--- src/rtl/bcd_down_timer.sv ---
`default_nettype none
// +----------------------------------------------------------------------------+
// | Module      : bcd_down_timer                                               |
// | Description : Loadable multi-digit BCD countdown timer with IDLE/RUN/      |
// |               PAUSE/DONE control; flags zero and pulses done at expiry.    |
// | Revision    : 1.0 - initial release                                        |
// +----------------------------------------------------------------------------+
module bcd_down_timer #(
   parameter int DIGITS = 2
) (
   input  logic                clk,
   input  logic                reset,
   input  logic                tick,
   input  logic                load,
   input  logic [4*DIGITS-1:0] load_val,
   input  logic                start,
   input  logic                pause,
   output logic [4*DIGITS-1:0] q,
   output logic                busy,
   output logic                zero,
   output logic                done
);

   localparam int W = 4 * DIGITS;
   localparam logic [W-1:0] c_one = {{(W-1){1'b0}}, 1'b1};

   typedef enum logic [1:0] {
      S_IDLE  = 2'd0,
      S_RUN   = 2'd1,
      S_PAUSE = 2'd2,
      S_DONE  = 2'd3
   } state_t;

   state_t         r_state;
   state_t         w_state_nx;
   logic [W-1:0]   r_q;
   logic [W-1:0]   w_q_nx;
   logic [W-1:0]   w_q_dec;
   logic [W-1:0]   w_q_load;
   logic           r_done;
   logic           w_done_nx;
   logic [DIGITS-1:0] w_borrow;

   assign w_borrow[0] = 1'b1;

   // Per-digit clamp of the preset and a ripple-borrow decrement chain.
   genvar gi;
   generate
      for (gi = 0; gi < DIGITS; gi++) begin : g_digit
         assign w_q_load[4*gi +: 4] = (load_val[4*gi +: 4] > 4'd9) ? 4'd9 : load_val[4*gi +: 4];
         assign w_q_dec[4*gi +: 4]  = !w_borrow[gi]          ? r_q[4*gi +: 4] :
                                      (r_q[4*gi +: 4] == 4'd0) ? 4'd9 :
                                                                 r_q[4*gi +: 4] - 4'd1;
         if (gi < DIGITS - 1) begin : g_chain
            assign w_borrow[gi+1] = w_borrow[gi] && (r_q[4*gi +: 4] == 4'd0);
         end
      end
   endgenerate

   always_comb begin
      w_state_nx = r_state;
      w_q_nx     = r_q;
      w_done_nx  = 1'b0;
      // Each request only claims the cycle in states where it acts.
      if (load && (r_state != S_RUN)) begin
         w_q_nx     = w_q_load;
         w_state_nx = S_IDLE;
      end else if (pause && ((r_state == S_RUN) || (r_state == S_PAUSE))) begin
         w_state_nx = S_PAUSE;
      end else if (start && ((r_state == S_IDLE) || (r_state == S_PAUSE))) begin
         if ((r_state == S_IDLE) && (r_q == '0)) begin
            w_state_nx = S_DONE;
            w_done_nx  = 1'b1;
         end else begin
            w_state_nx = S_RUN;
         end
      end else if (tick && (r_state == S_RUN)) begin
         w_q_nx = w_q_dec;
         if (r_q == c_one) begin
            w_state_nx = S_DONE;
            w_done_nx  = 1'b1;
         end
      end
   end

   always_ff @(posedge clk or posedge reset) begin
      if (reset) begin
         r_state <= S_IDLE;
         r_q     <= '0;
         r_done  <= 1'b0;
      end else begin
         r_state <= w_state_nx;
         r_q     <= w_q_nx;
         r_done  <= w_done_nx;
      end
   end

   assign q    = r_q;
   assign done = r_done;
   assign busy = (r_state == S_RUN) || (r_state == S_PAUSE);
   assign zero = (r_q == '0) || reset;

endmodule
`default_nettype wire

--- config.mk ---
export PLATFORM = sky130hd
export DESIGN_NAME = bcd_down_timer
export DESIGN_NICKNAME = d
export VERILOG_FILES = /design/src/rtl/bcd_down_timer.sv
export SDC_FILE = /design/constraint.sdc
export NUM_CORES = 1
export LEC_CHECK = 0
export ABC_CLOCK_PERIOD_IN_PS = 2500
export CAP_MARGIN = 10
export CORE_MARGIN = 1
export CORE_UTILIZATION = 34
export DETAILED_ROUTE_END_ITERATION = 12
export GPL_TIMING_DRIVEN = 0
export SLEW_MARGIN = 10
export SYNTH_ARGS = -nofsm -noshare
export SYNTH_HDL_FRONTEND = slang
export SYNTH_SLANG_ARGS = --single-unit
--- constraint.sdc ---
create_clock -name clk -period 2.5 [get_ports clk]
set_input_delay 0.75 -clock clk [delete_from_list [all_inputs] [get_ports clk]]
set_output_delay 0.75 -clock clk [all_outputs]
set_load 0.05 [all_outputs]
Yosys cells after proc, flatten, opt, wreduce, memory -nomap -nowiden
Index checks and enable logic that the tools add are counted.
{"block": "op_classes", "n_addsub": 2, "n_lt_le_gt_ge": 2, "n_eq_ne": 6, "n_mux": 21, "reduce_logical": 19}
{"op": "$mux W8", "count": 4}
{"op": "$mux W4", "count": 5}
{"op": "$mux W2", "count": 6}
{"op": "$eq A8 B1 Y1 const B", "count": 1}
{"op": "$gt A4 B4 Y1 const B", "count": 2}
{"op": "$logic_not A4 Y1", "count": 2}
{"op": "$logic_not A8 Y1", "count": 1}
{"op": "$reduce_bool A4 Y1", "count": 2}
{"op": "$sub A4 B1 Y4 const B", "count": 2}
{"op": "$mux W1", "count": 6}
{"op": "$logic_and A1 B1 Y1", "count": 5}
{"op": "$ne A2 B2 Y1 const B", "count": 2}
{"op": "$reduce_and A4 Y1", "count": 1}
{"op": "$reduce_bool A2 Y1", "count": 2}
{"op": "$logic_or A1 B1 Y1", "count": 3}
{"op": "$reduce_and A3 Y1", "count": 1}
{"op": "$eq A2 B1 Y1 const B", "count": 1}
{"op": "$eq A2 B2 Y1 const B", "count": 1}
{"op": "$logic_not A2 Y1", "count": 1}
{"op": "$ne A2 B1 Y1 const B", "count": 1}
{"op": "$reduce_and A2 Y1", "count": 1}
{"block": "word_totals", "ff_bits": 11, "in_bits": 14, "output_inout_bits": 11, "elab_cells": 54}

Longest topological paths before layout
Gate-level depths: netlist (run 1).
{"block": "depth", "word_depth": 7, "ltp_mapped": 7, "mapped_depth_nobuf": 6}

Worst setup path before layout (run 1)
OpenSTA, ideal clock, no wires.
{"block": "synth_path", "path_kind": "register to output", "from": "register r_q[1] (netlist: q[1])", "to": "output zero", "arrival_ns": 3.064, "required_time_ns": 1.750, "path_slack_ns": -1.314, "path_stages_with_launch": 4, "path_buffers": 0, "path_cell_list": "dfrtp_1 > or4_4 > or2_4 > o41ai_1"}
{"block": "synth_between", "elab_chain_cells": 2}
{"item": "from (decl)", "line": "36", "rtl": "logic [W-1:0] r_q;"}
{"item": "from (signal assigned)", "line": "93", "rtl": "r_q <= w_q_nx;"}
{"item": "$logic_not A8 Y1", "line": "101", "rtl": "assign zero = (r_q == '0) || reset;"}
{"item": "$logic_or A1 B1 Y1", "line": "101"}
{"item": "to (decl)", "line": "20", "rtl": "output logic zero,"}
No other way between the ends.

Final worst setup path (run 1)
{"block": "layout_path", "from": "register r_q[2] (netlist: q[2])", "to": "output zero"}
The elaborated chain is that of the path after synthesis.

==> results.md, run 1 <==
- Status: finished, violations left
- Failing checks: setup timing
- Share of cells above drive strength 1: 19.83%
- FP Rows: 15
- R2R depth: 7
- Switching pwr: 655.7 uW
- R2r startpoint: r_state[1]$_DFFE_PP0P_
- Gr busiest metal: met2
- CP max FO: 2
- Die height: 46.99 um
- Layout Skew: 0.003553 ns
- First-pass GRT wire length: 3022 um
- Clk_lat worst skew: 0.28 ns
- Post-synth EDFFs: 0
- Final period util: 105.5%
- CTS Hold Bufs: 0
- FF+latch count, synth: 11
- Seq/Total Area, Yosys: 40.00%
- Power density cells: 1156 mW/mm2
- Slew margin rel.: 66.69%
- Reg2reg end: q[7]$_DFFE_PP0P_
- Main synth FF type: dfrtp_1
- RSZ-0062 raised after global routing: true
- Ranking of synthesized cells by area: dfrtp_1 (40%), ha_1 (5.5%), a31oi_1 (4.5%)
- Internal power: 601.7 uW
- Syn-to-layout area delta: 58.00%
- Syn_area_per_cell: 8.823 um2
- Drt drc: 0
- Antenna violations before repair: 0
- Clock transition at path regs: 0.08 ns
- Clock network power share: 10.5%
- I/O pin cnt: 25
- Logic pwr share: 61.5%
- Peak VDD IR: 0.7223 mV
- Port bufs: 24
- Leading cell type in the layout, fill and taps excluded: clkdlybuf4s50_1
- Ant. Diodes: 0
- Finished Core Util: 60.35%
- Total wire length: 1957 um
- Peak Freq: 0.3791 GHz
- Core Region: 0.001802 mm2
- Post-synth ARST share: 100.0%
- GRT Util Overall: 20.41%
- Min setup slack post-route: -0.1379 ns
- Met1 Usage GRT: 25.78%
- Synth Cell Area: 688.2 um2
- Router iterations before antenna repair: 4
- CP Launch Type: flop
- Crit path arrival time: 1.89 ns
- Synth top area share: 40.00%
- GP Congestion: 0.7848
- End of the critical path: zero
- CTS sink cnt: 11
- Endpoints failing hold: 0
- Total Power: 1.257 mW
- Post-DR wirelength/cell: 13.88 um
- Distinct cell type count after synthesis: 34
- Met3 track demand over resource: 4.615%
- Fin nets: 134
- Largest net degree at the start of global routing: 13
- Deepest clock path buffer count: 2
- Seq pwr share: 28.0%
- DP Wirelength: 1356 um
- Total grt overflow: 0
- FF+latch area: 279.0 um2
- Top cell type by total area after synthesis: dfrtp_1
- Critical Path RT: 1.75 ns
- Die Width: 46.99 um
- Routing usage on met2: 33.61%
- R2R setup slack: 0.31 ns
- Mapped Cells: 78
- Min Tclk post-route: 2.638 ns
- Die footprint: 0.002208 mm2
- Min Hold Slack: 0.6037 ns
- Max Cap Viol: 0
- Vias in the first global route: 665
- Initial Util: 38.19%
- Detailed router's first-iteration violation count: 18
- Most frequent cells in the layout: clkdlybuf4s50_1 (22), buf_4 (10), dfrtp_1 (8)
- Antenna Nets Post-Route: 0
- Synth warnings: 0
- Vias: 781
- Switching share of power: 52.14%
- Area of the multi-input gates: 401.6 um2
- Worst slew pin tran: 0.4997 ns
- CP startpoint: q[2]$_DFFE_PP0P_
- P_leak: 0.4337 nW
- Layout filler cell count: 175
- CTS tree: yes
- Inserted Clock Buffers: 3
- Worst slack, placed: -0.7029 ns
- Vias per cell: 5.539
- CP Class: reg -> out
- Htree depth: 1
- Slew Limit Fails: 0
- Nature of the critical path endpoint: output port
- Clock root cell: clkbuf_4
- Worst min-delay path class: reg -> reg
- Final setup violation count: 1
- Syn_nets: 95
-- metal layers --
layer / wire (um) / share of wire (%)
met5: 0 / 0
met4: 23 / 1.2
met3: 103 / 5.3
met2: 946 / 48
met1: 883 / 45
-- cell usage after synthesis, drive strengths merged, types with 2 or more instances --
library cell  number
a21oi              3
a31oi              5
clkbuf             3
dfrtp             11
ha                 3
inv                5
nand2              7
nand3              2
nor2               7
nor4               2
o21a               2
o21ai              5
or4                3
-- per-stage QoR --
stage	TNS (ns)	area, um2	cells
finish	-0.1379	1087	141
global route	-0.1773	1087	141
CTS	-0.1653	1050	136
detailed placement	-1.038	982.2	127
global placement	-0.9414	982.2	127
floorplan	-0.2858	710.7	78
-- kinds of logic (layout without fill, tap and decap cells) --
| kind of cell | count (synthesis) | count (layout) | synth area share, % |
|---|---|---|---|
| compound gates | 25 | 25 | 24.18 |
| xor+xnor | 1 | 1 | 1.273 |
| buf+inv | 8 | 46 | 4.364 |
| simple gates | 30 | 30 | 24.73 |
| flops | 11 | 11 | 40.00 |
| fa+ha+maj | 3 | 3 | 5.455 |
-- state kept, by name (all words and copies together) (netlist names) --
| signal | count |
|---|---|
| q | 8 |
| r_state | 2 |
| done | 1 |
-- how the worst min path moves through the flow --
stage	startpoint	depth (start not counted)	slack (ns)	endpoint
finish	r_state[0]$_DFFE_PP0P_	2	0.60	r_state[0]$_DFFE_PP0P_
global placement	r_state[1]$_DFFE_PP0P_	2	0.59	r_state[1]$_DFFE_PP0P_
global route	r_state[1]$_DFFE_PP0P_	2	0.65	r_state[1]$_DFFE_PP0P_
floorplan	r_state[0]$_DFFE_PP0P_	2	0.49	r_state[0]$_DFFE_PP0P_
CTS	r_state[0]$_DFFE_PP0P_	2	0.60	r_state[0]$_DFFE_PP0P_
detailed placement	r_state[0]$_DFFE_PP0P_	2	0.58	r_state[0]$_DFFE_PP0P_
-- worst max-delay path, cell delays in order, from the launching register on --
cell and delay [ns]:
dfrtp_2 0.41, or4_4 0.53, or2_4 0.26, o41ai_4 0.21, buf_6 0.20
-- power by group through the flow --
stage	combinational (mW)	clock, mW	sequential [mW]
after floorplan	0.299	0	0.552
after global placement	0.706	0	0.375
after detailed placement	0.713	0	0.375
after CTS	0.765	0.132	0.350
after global routing	0.830	0.142	0.363
final	0.773	0.132	0.352
-- cell type report --
| class | count | area share (%) |
|---|---|---|
| clock buffer | 4 | 2.417 |
| sequential | 11 | 25.66 |
| multi-input combinational | 59 | 36.94 |
| tap | 25 | 2.877 |
| inverter | 5 | 2.071 |
| buffer | 3 | 1.036 |
| timing repair buffer | 34 | 29.00 |
-- timing repair --
action	4_1_cts	5_1_grt
buffers inserted	5	5
pin swaps	3	1
resized for setup	9	1
endpoints found under the setup margin	2	3
No activity file was read; power rests on OpenSTA's default activity.
==> run 2, diff against run 1 <==
Settings changed: CORE_UTILIZATION 34 to 43, PLACE_DENSITY set to 0.78.
==> results.md, run 2 (synthesis results as in run 1) <==
- Status: finished, violations left (unchanged)
- Failing checks: setup timing (unchanged)
- Peak VDD IR: 0.6200 mV (was 0.7223 mV)
- Die height: 42.01 um (was 46.99 um)
- Share of cells above drive strength 1: 16.22% (was 19.83%)
- Worst min-delay path class: reg -> reg (unchanged)
- Worst slew pin tran: 0.4989 ns (was 0.4997 ns)
- Leading cell type in the layout, fill and taps excluded: clkdlybuf4s50_1 (unchanged)
- Nature of the critical path endpoint: output port (unchanged)
- Htree depth: 1 (unchanged)
- Clk_lat worst skew: 0.26 ns (was 0.28 ns)
- Initial Util: 45.68% (was 38.19%)
- Drt drc: 0 (unchanged)
- Slew Limit Fails: 0 (unchanged)
- Die Width: 42.01 um (was 46.99 um)
- Layout Skew: 0.0008169 ns (was 0.003553 ns)
- Port bufs: 24 (unchanged)
- Crit path arrival time: 1.91 ns (was 1.89 ns)
- Antenna violations before repair: 0 (unchanged)
- Largest net degree at the start of global routing: 13 (unchanged)
- Critical Path RT: 1.75 ns (about the same)
- CP Launch Type: flop (unchanged)
- Vias in the first global route: 702 (was 665)
- Antenna Nets Post-Route: 0 (unchanged)
- CTS sink cnt: 11 (unchanged)
- Final period util: 106.4% (was 105.5%)
- Fin nets: 129 (was 134)
- P_leak: 0.4090 nW (was 0.4337 nW)
- FP Rows: 14 (was 15)
- Final setup violation count: 1 (unchanged)
- CP Class: reg -> out (unchanged)
- Router iterations before antenna repair: 6 (was 4)
- DP Wirelength: 1264 um (was 1356 um)
- Post-Place Cells: 118 (was 127)
- Min Hold Slack: 0.5806 ns (was 0.6037 ns)
- Detailed router's first-iteration violation count: 15 (was 18)
- CTS Hold Bufs: 0 (unchanged)
- Slew margin rel.: 66.64% (was 66.69%)
- Finished Core Util: 68.94% (was 60.35%)
- GP Congestion: 0.8171 (was 0.7848)
- Vias: 735 (was 781)
- Syn-to-layout area delta: 50.91% (was 58.00%)
- Max Cap Viol: 0 (unchanged)
- Power density cells: 1187 mW/mm2 (was 1156 mW/mm2)
- First-pass GRT wire length: 3022 um (unchanged)
- I/O pin cnt: 25 (unchanged)
- Endpoints failing hold: 0 (unchanged)
- Post-DR wirelength/cell: 13.38 um (was 13.88 um)
- Deepest clock path buffer count: 2 (unchanged)
- Peak Freq: 0.3759 GHz (was 0.3791 GHz)
- Vias per cell: 5.787 (was 5.539)
- RSZ-0062 raised after global routing: true (unchanged)
- GRT Util Overall: 22.15% (was 20.41%)
- Min Tclk post-route: 2.660 ns (was 2.638 ns)
- Min setup slack post-route: -0.1605 ns (was -0.1379 ns)
- Clock root cell: clkbuf_4 (unchanged)
- Ant. Diodes: 0 (unchanged)
- Layout filler cell count: 127 (was 175)
- Total grt overflow: 0 (unchanged)
- Inserted Clock Buffers: 3 (unchanged)
- Core Region: 0.001506 mm2 (was 0.001802 mm2)
- Total wire length: 1699 um (was 1957 um)
- CTS tree: yes (unchanged)
- Die footprint: 0.001764 mm2 (was 0.002208 mm2)
- Final cell count without fillers: 127 (was 141)
- Largest register FFs: 8 (unchanged)
- Most frequent cells in the layout: clkdlybuf4s50_1 (22), dfrtp_1 (8), nand2_1 (7), nor2_1 (7) (was clkdlybuf4s50_1 (22), buf_4 (10), dfrtp_1 (8))
- CP max FO: 2 (unchanged)
- Clock transition at path regs: 0.07 ns (was 0.08 ns)
[run 2: changes by cell type in the layout (fill, tap and decap cells not counted), sizes merged]
cell	delta
buf	-5
[run 2: worst max-delay path, stage by stage (launching register included)]
cell	delay [ns]
dfrtp_2	0.41
or4_4	0.53
or2_4	0.28
o41ai_4	0.23
buf_6	0.20
[run 2: worst paths after layout]
path                            depth (start not counted)  slack (ns)              startpoint                endpoint
worst max-delay path                                    4       -0.16        q[1]$_DFFE_PP0P_                    zero
worst min-delay path                                    2        0.58  r_state[0]$_DFFE_PP0P_  r_state[0]$_DFFE_PP0P_
worst max register to register                          7        0.23  r_state[0]$_DFFE_PP0P_        q[7]$_DFFE_PP0P_
worst min register to register                          2        0.58  r_state[0]$_DFFE_PP0P_  r_state[0]$_DFFE_PP0P_
max in group asynchronous                               2        1.49                   reset        q[2]$_DFFE_PP0P_
min in group asynchronous                               2        0.79                   reset        q[7]$_DFFE_PP0P_
[run 2: metal layers]
metal  track usage, %  up-vias  part of all wire, %
li1                 -      360                    -
met1            29.72      345                   47
met2            36.88       28                   46
met3            3.879        2                  5.5
met4            5.806        0                 0.94
met5                0        -                    0
[run 2: power breakdown]
group	switching, mW	total [mW]	leakage [nW]	internal, mW
Combinational	0.477	0.759	0.265	0.281
Clock	0.0597	0.121	0.0150	0.0615
Sequential	0.0998	0.352	0.129	0.253
Total	0.637	1.23	0.409	0.595
[run 2: repair_timing]
| action | CTS | global route |
|---|---|---|
| gates resized for setup | 9 | 0 |
| buffers inserted | 5 | 0 |
| pin swaps | 3 | 0 |
| setup endpoints to repair | 2 | 1 |
[run 2: per-stage QoR]
step	area (um2)	setup TNS, ns	power [mW]	setup slack, ns
after CTS	1039	-0.1677	1.230	-0.1677
after global routing	1039	-0.2190	1.309	-0.2190
after detailed placement	970.9	-0.8684	1.080	-0.7149
final	1039	-0.1605	1.232	-0.1605
after global placement	970.9	-0.8172	1.069	-0.6849
after floorplan	710.7	-0.2858	0.8507	-0.2858
[run 2: area by class of cell]
class	count	area (um2)	area share, %
Buffer	3	11.26	1.084
Multi-Input combinational cell	59	401.6	38.67
Timing Repair Buffer	29	277.8	26.75
Clock buffer	4	26.28	2.530
Inverter	5	22.52	2.169
Tap cell	16	20.02	1.928
Sequential cell	11	279.0	26.87
==> run 3, diff against run 2 <==
Settings changed: CORE_UTILIZATION 43 to 35, GPL_TIMING_DRIVEN 0 to 1, PLACE_DENSITY 0.78 to 0.65.
==> results.md, run 3 (synthesis results as in run 1) <==
- CTS tree: yes (unchanged)
- Die footprint: 0.002147 mm2 (was 0.001764 mm2)
- GRT Util Overall: 18.64% (was 22.15%)
- Slew margin rel.: 64.43% (was 66.64%)
- Share of cells above drive strength 1: 21.74% (was 16.22%)
- Fin nets: 133 (was 129)
- Most frequent cells in the layout: clkdlybuf4s50_1 (22), buf_4 (13), dfrtp_1 (8) (was clkdlybuf4s50_1 (22), dfrtp_1 (8), nand2_1 (7), nor2_1 (7))
- I/O pin cnt: 25 (unchanged)
- R2R depth: 7 (unchanged)
- GP Congestion: 0.7542 (was 0.8171)
- Die Width: 46.34 um (was 42.01 um)
- Final Cell Area: 0.001095 mm2 (was 0.001039 mm2)
- Post-DR wirelength/cell: 12.04 um (was 13.38 um)
- Final setup violation count: 1 (unchanged)
- Vias in the first global route: 654 (was 702)
- Clock transition at path regs: 0.06 ns (was 0.07 ns)
- CP Launch Type: flop (unchanged)
- Peak Freq: 0.3737 GHz (was 0.3759 GHz)
- Total Power: 1.283 mW (was 1.232 mW)
- CP startpoint: q[1]$_DFFE_PP0P_ (unchanged)
- Power density cells: 1172 mW/mm2 (was 1187 mW/mm2)
- CP Class: reg -> out (unchanged)
- Vias: 729 (was 735)
- Layout Skew: 0.003372 ns (was 0.0008169 ns)
- Leading cell type in the layout, fill and taps excluded: clkdlybuf4s50_1 (unchanged)
- Total wire length: 1686 um (was 1699 um)
- Critical Path RT: 1.75 ns (about the same)
- Largest register FFs: 8 (unchanged)
- P_leak: 0.4455 nW (was 0.4090 nW)
- Clk_lat worst skew: 0.27 ns (was 0.26 ns)
- Antenna Nets Post-Route: 0 (unchanged)
- Worst min-delay path class: reg -> reg (unchanged)
- Setup TNS: -0.1760 ns (was -0.1605 ns)
- Reg2reg end: q[1]$_DFFE_PP0P_ (was q[7]$_DFFE_PP0P_)
- Syn-to-layout area delta: 59.09% (was 50.91%)
- Total grt overflow: 0 (unchanged)
- Die height: 46.34 um (was 42.01 um)
- DP Wirelength: 1333 um (was 1264 um)
- Router iterations before antenna repair: 3 (was 6)
- Min setup slack post-route: -0.1760 ns (was -0.1605 ns)
- Initial Util: 38.60% (was 45.68%)
- Port bufs: 24 (unchanged)
- Inserted Clock Buffers: 3 (unchanged)
- Slew Limit Fails: 0 (unchanged)
- FP Rows: 15 (was 14)
- Core Region: 0.001783 mm2 (was 0.001506 mm2)
- Final period util: 107.0% (was 106.4%)
- Detailed router's first-iteration violation count: 8 (was 15)
- Min Tclk post-route: 2.676 ns (was 2.660 ns)
- R2r startpoint: r_state[1]$_DFFE_PP0P_ (was r_state[0]$_DFFE_PP0P_)
- Largest net degree at the start of global routing: 17 (was 13)
- Clock root cell: clkbuf_4 (unchanged)
- Status: finished, violations left (unchanged)
- Worst slew pin tran: 0.5335 ns (was 0.4989 ns)
- Deepest clock path buffer count: 2 (unchanged)
- Worst path slowest cell: or4_4 (unchanged)
- Endpoints failing hold: 0 (unchanged)
- Peak VDD IR: 0.7535 mV (was 0.6200 mV)
- CP max FO: 2 (unchanged)
- RSZ-0062 raised after global routing: true (unchanged)
- Vias per cell: 5.207 (was 5.787)
- Placed inst area: 0.001061 mm2 (was 970.9 um2)
- First-pass GRT wire length: 2753 um (was 3022 um)
- End of the critical path: zero (unchanged)
- Drt drc: 0 (unchanged)
- Htree depth: 1 (unchanged)
- Nature of the critical path endpoint: output port (unchanged)
- CTS sink cnt: 11 (unchanged)
- R2R setup slack: 0.43 ns (was 0.23 ns)
- Ant. Diodes: 0 (unchanged)
- Largest stage delay, worst path: 0.53 ns (about the same)
- Crit path arrival time: 1.93 ns (was 1.91 ns)
- Crit-path cells: or4_4 > or2_4 > o41ai_4 > buf_12 (was or4_4 > or2_4 > o41ai_4 > buf_6)
- Max Cap Viol: 0 (unchanged)
- Antenna violations before repair: 0 (unchanged)
- Failing checks: setup timing (unchanged)
- Worst slack, placed: 0.03192 ns (was -0.7149 ns)
run 3: cell count changes in the layout (fill, tap and decap cells not counted), sizes merged:
cell / previous run / this run
buf: 6 / 14
clkinvlp: 1 / 0
inv: 4 / 5
dlygate4sd2: 1 / 0
clkbuf: 7 / 4
run 3: repair_timing:
item,CTS,global route
hold buffers,0,0
gates resized for setup,0,0
buffers inserted,1,0
endpoints found under the setup margin,1,1
pin swaps,3,0
run 3: how the worst min path moves through the flow:
stage / start / end / slack [ns] / cells after the start
after CTS: r_state[1]$_DFFE_PP0P_ / r_state[1]$_DFFE_PP0P_ / 0.60 / 2
after global routing: r_state[0]$_DFFE_PP0P_ / r_state[0]$_DFFE_PP0P_ / 0.62 / 2
after detailed placement: r_state[0]$_DFFE_PP0P_ / r_state[0]$_DFFE_PP0P_ / 0.58 / 2
after floorplan: r_state[0]$_DFFE_PP0P_ / r_state[0]$_DFFE_PP0P_ / 0.49 / 2
after global placement: r_state[0]$_DFFE_PP0P_ / r_state[0]$_DFFE_PP0P_ / 0.57 / 2
final: r_state[0]$_DFFE_PP0P_ / r_state[0]$_DFFE_PP0P_ / 0.59 / 2
run 3: final cells by class:
type	instances	area, um2
clock buffers	4	26.28
fillers	157	688.2
inverters	5	18.77
multi-input cells	59	401.6
flip-flops and latches	11	279.0
well taps	25	31.28
repair buffers	36	337.8
run 3: critical path: cells and delay by family, from the launching register on:
family | cells | cell delay [ns]
AOI/OAI and AO/OA | 1 | 0.27
buffers and inverters | 1 | 0.18
DFF | 1 | 0.40
and+or+nand+nor | 2 | 0.81
run 3: metal layers:
metal	routed length, um	global-route usage [%]	vias to the layer above
li1	-	-	370
met1	801	22.95	340
met2	810	30.83	19
met3	73	5.882	0
met4	0	5.294	0
met5	0	0	-
run 3: where the power goes:
part           switching (mW)  internal [mW]
Combinational           0.507          0.327
Sequential             0.0758          0.253
Clock                  0.0579         0.0618
run 3: stage by stage:
step	hold slack [ns]	util, %	instances
after floorplan	0.4929	-	78
after global placement	0.5726	59.51	135
after detailed placement	0.5793	59.51	135
after CTS	0.5951	61.40	140
after global routing	0.6170	61.40	140
final	0.5908	61.40	140
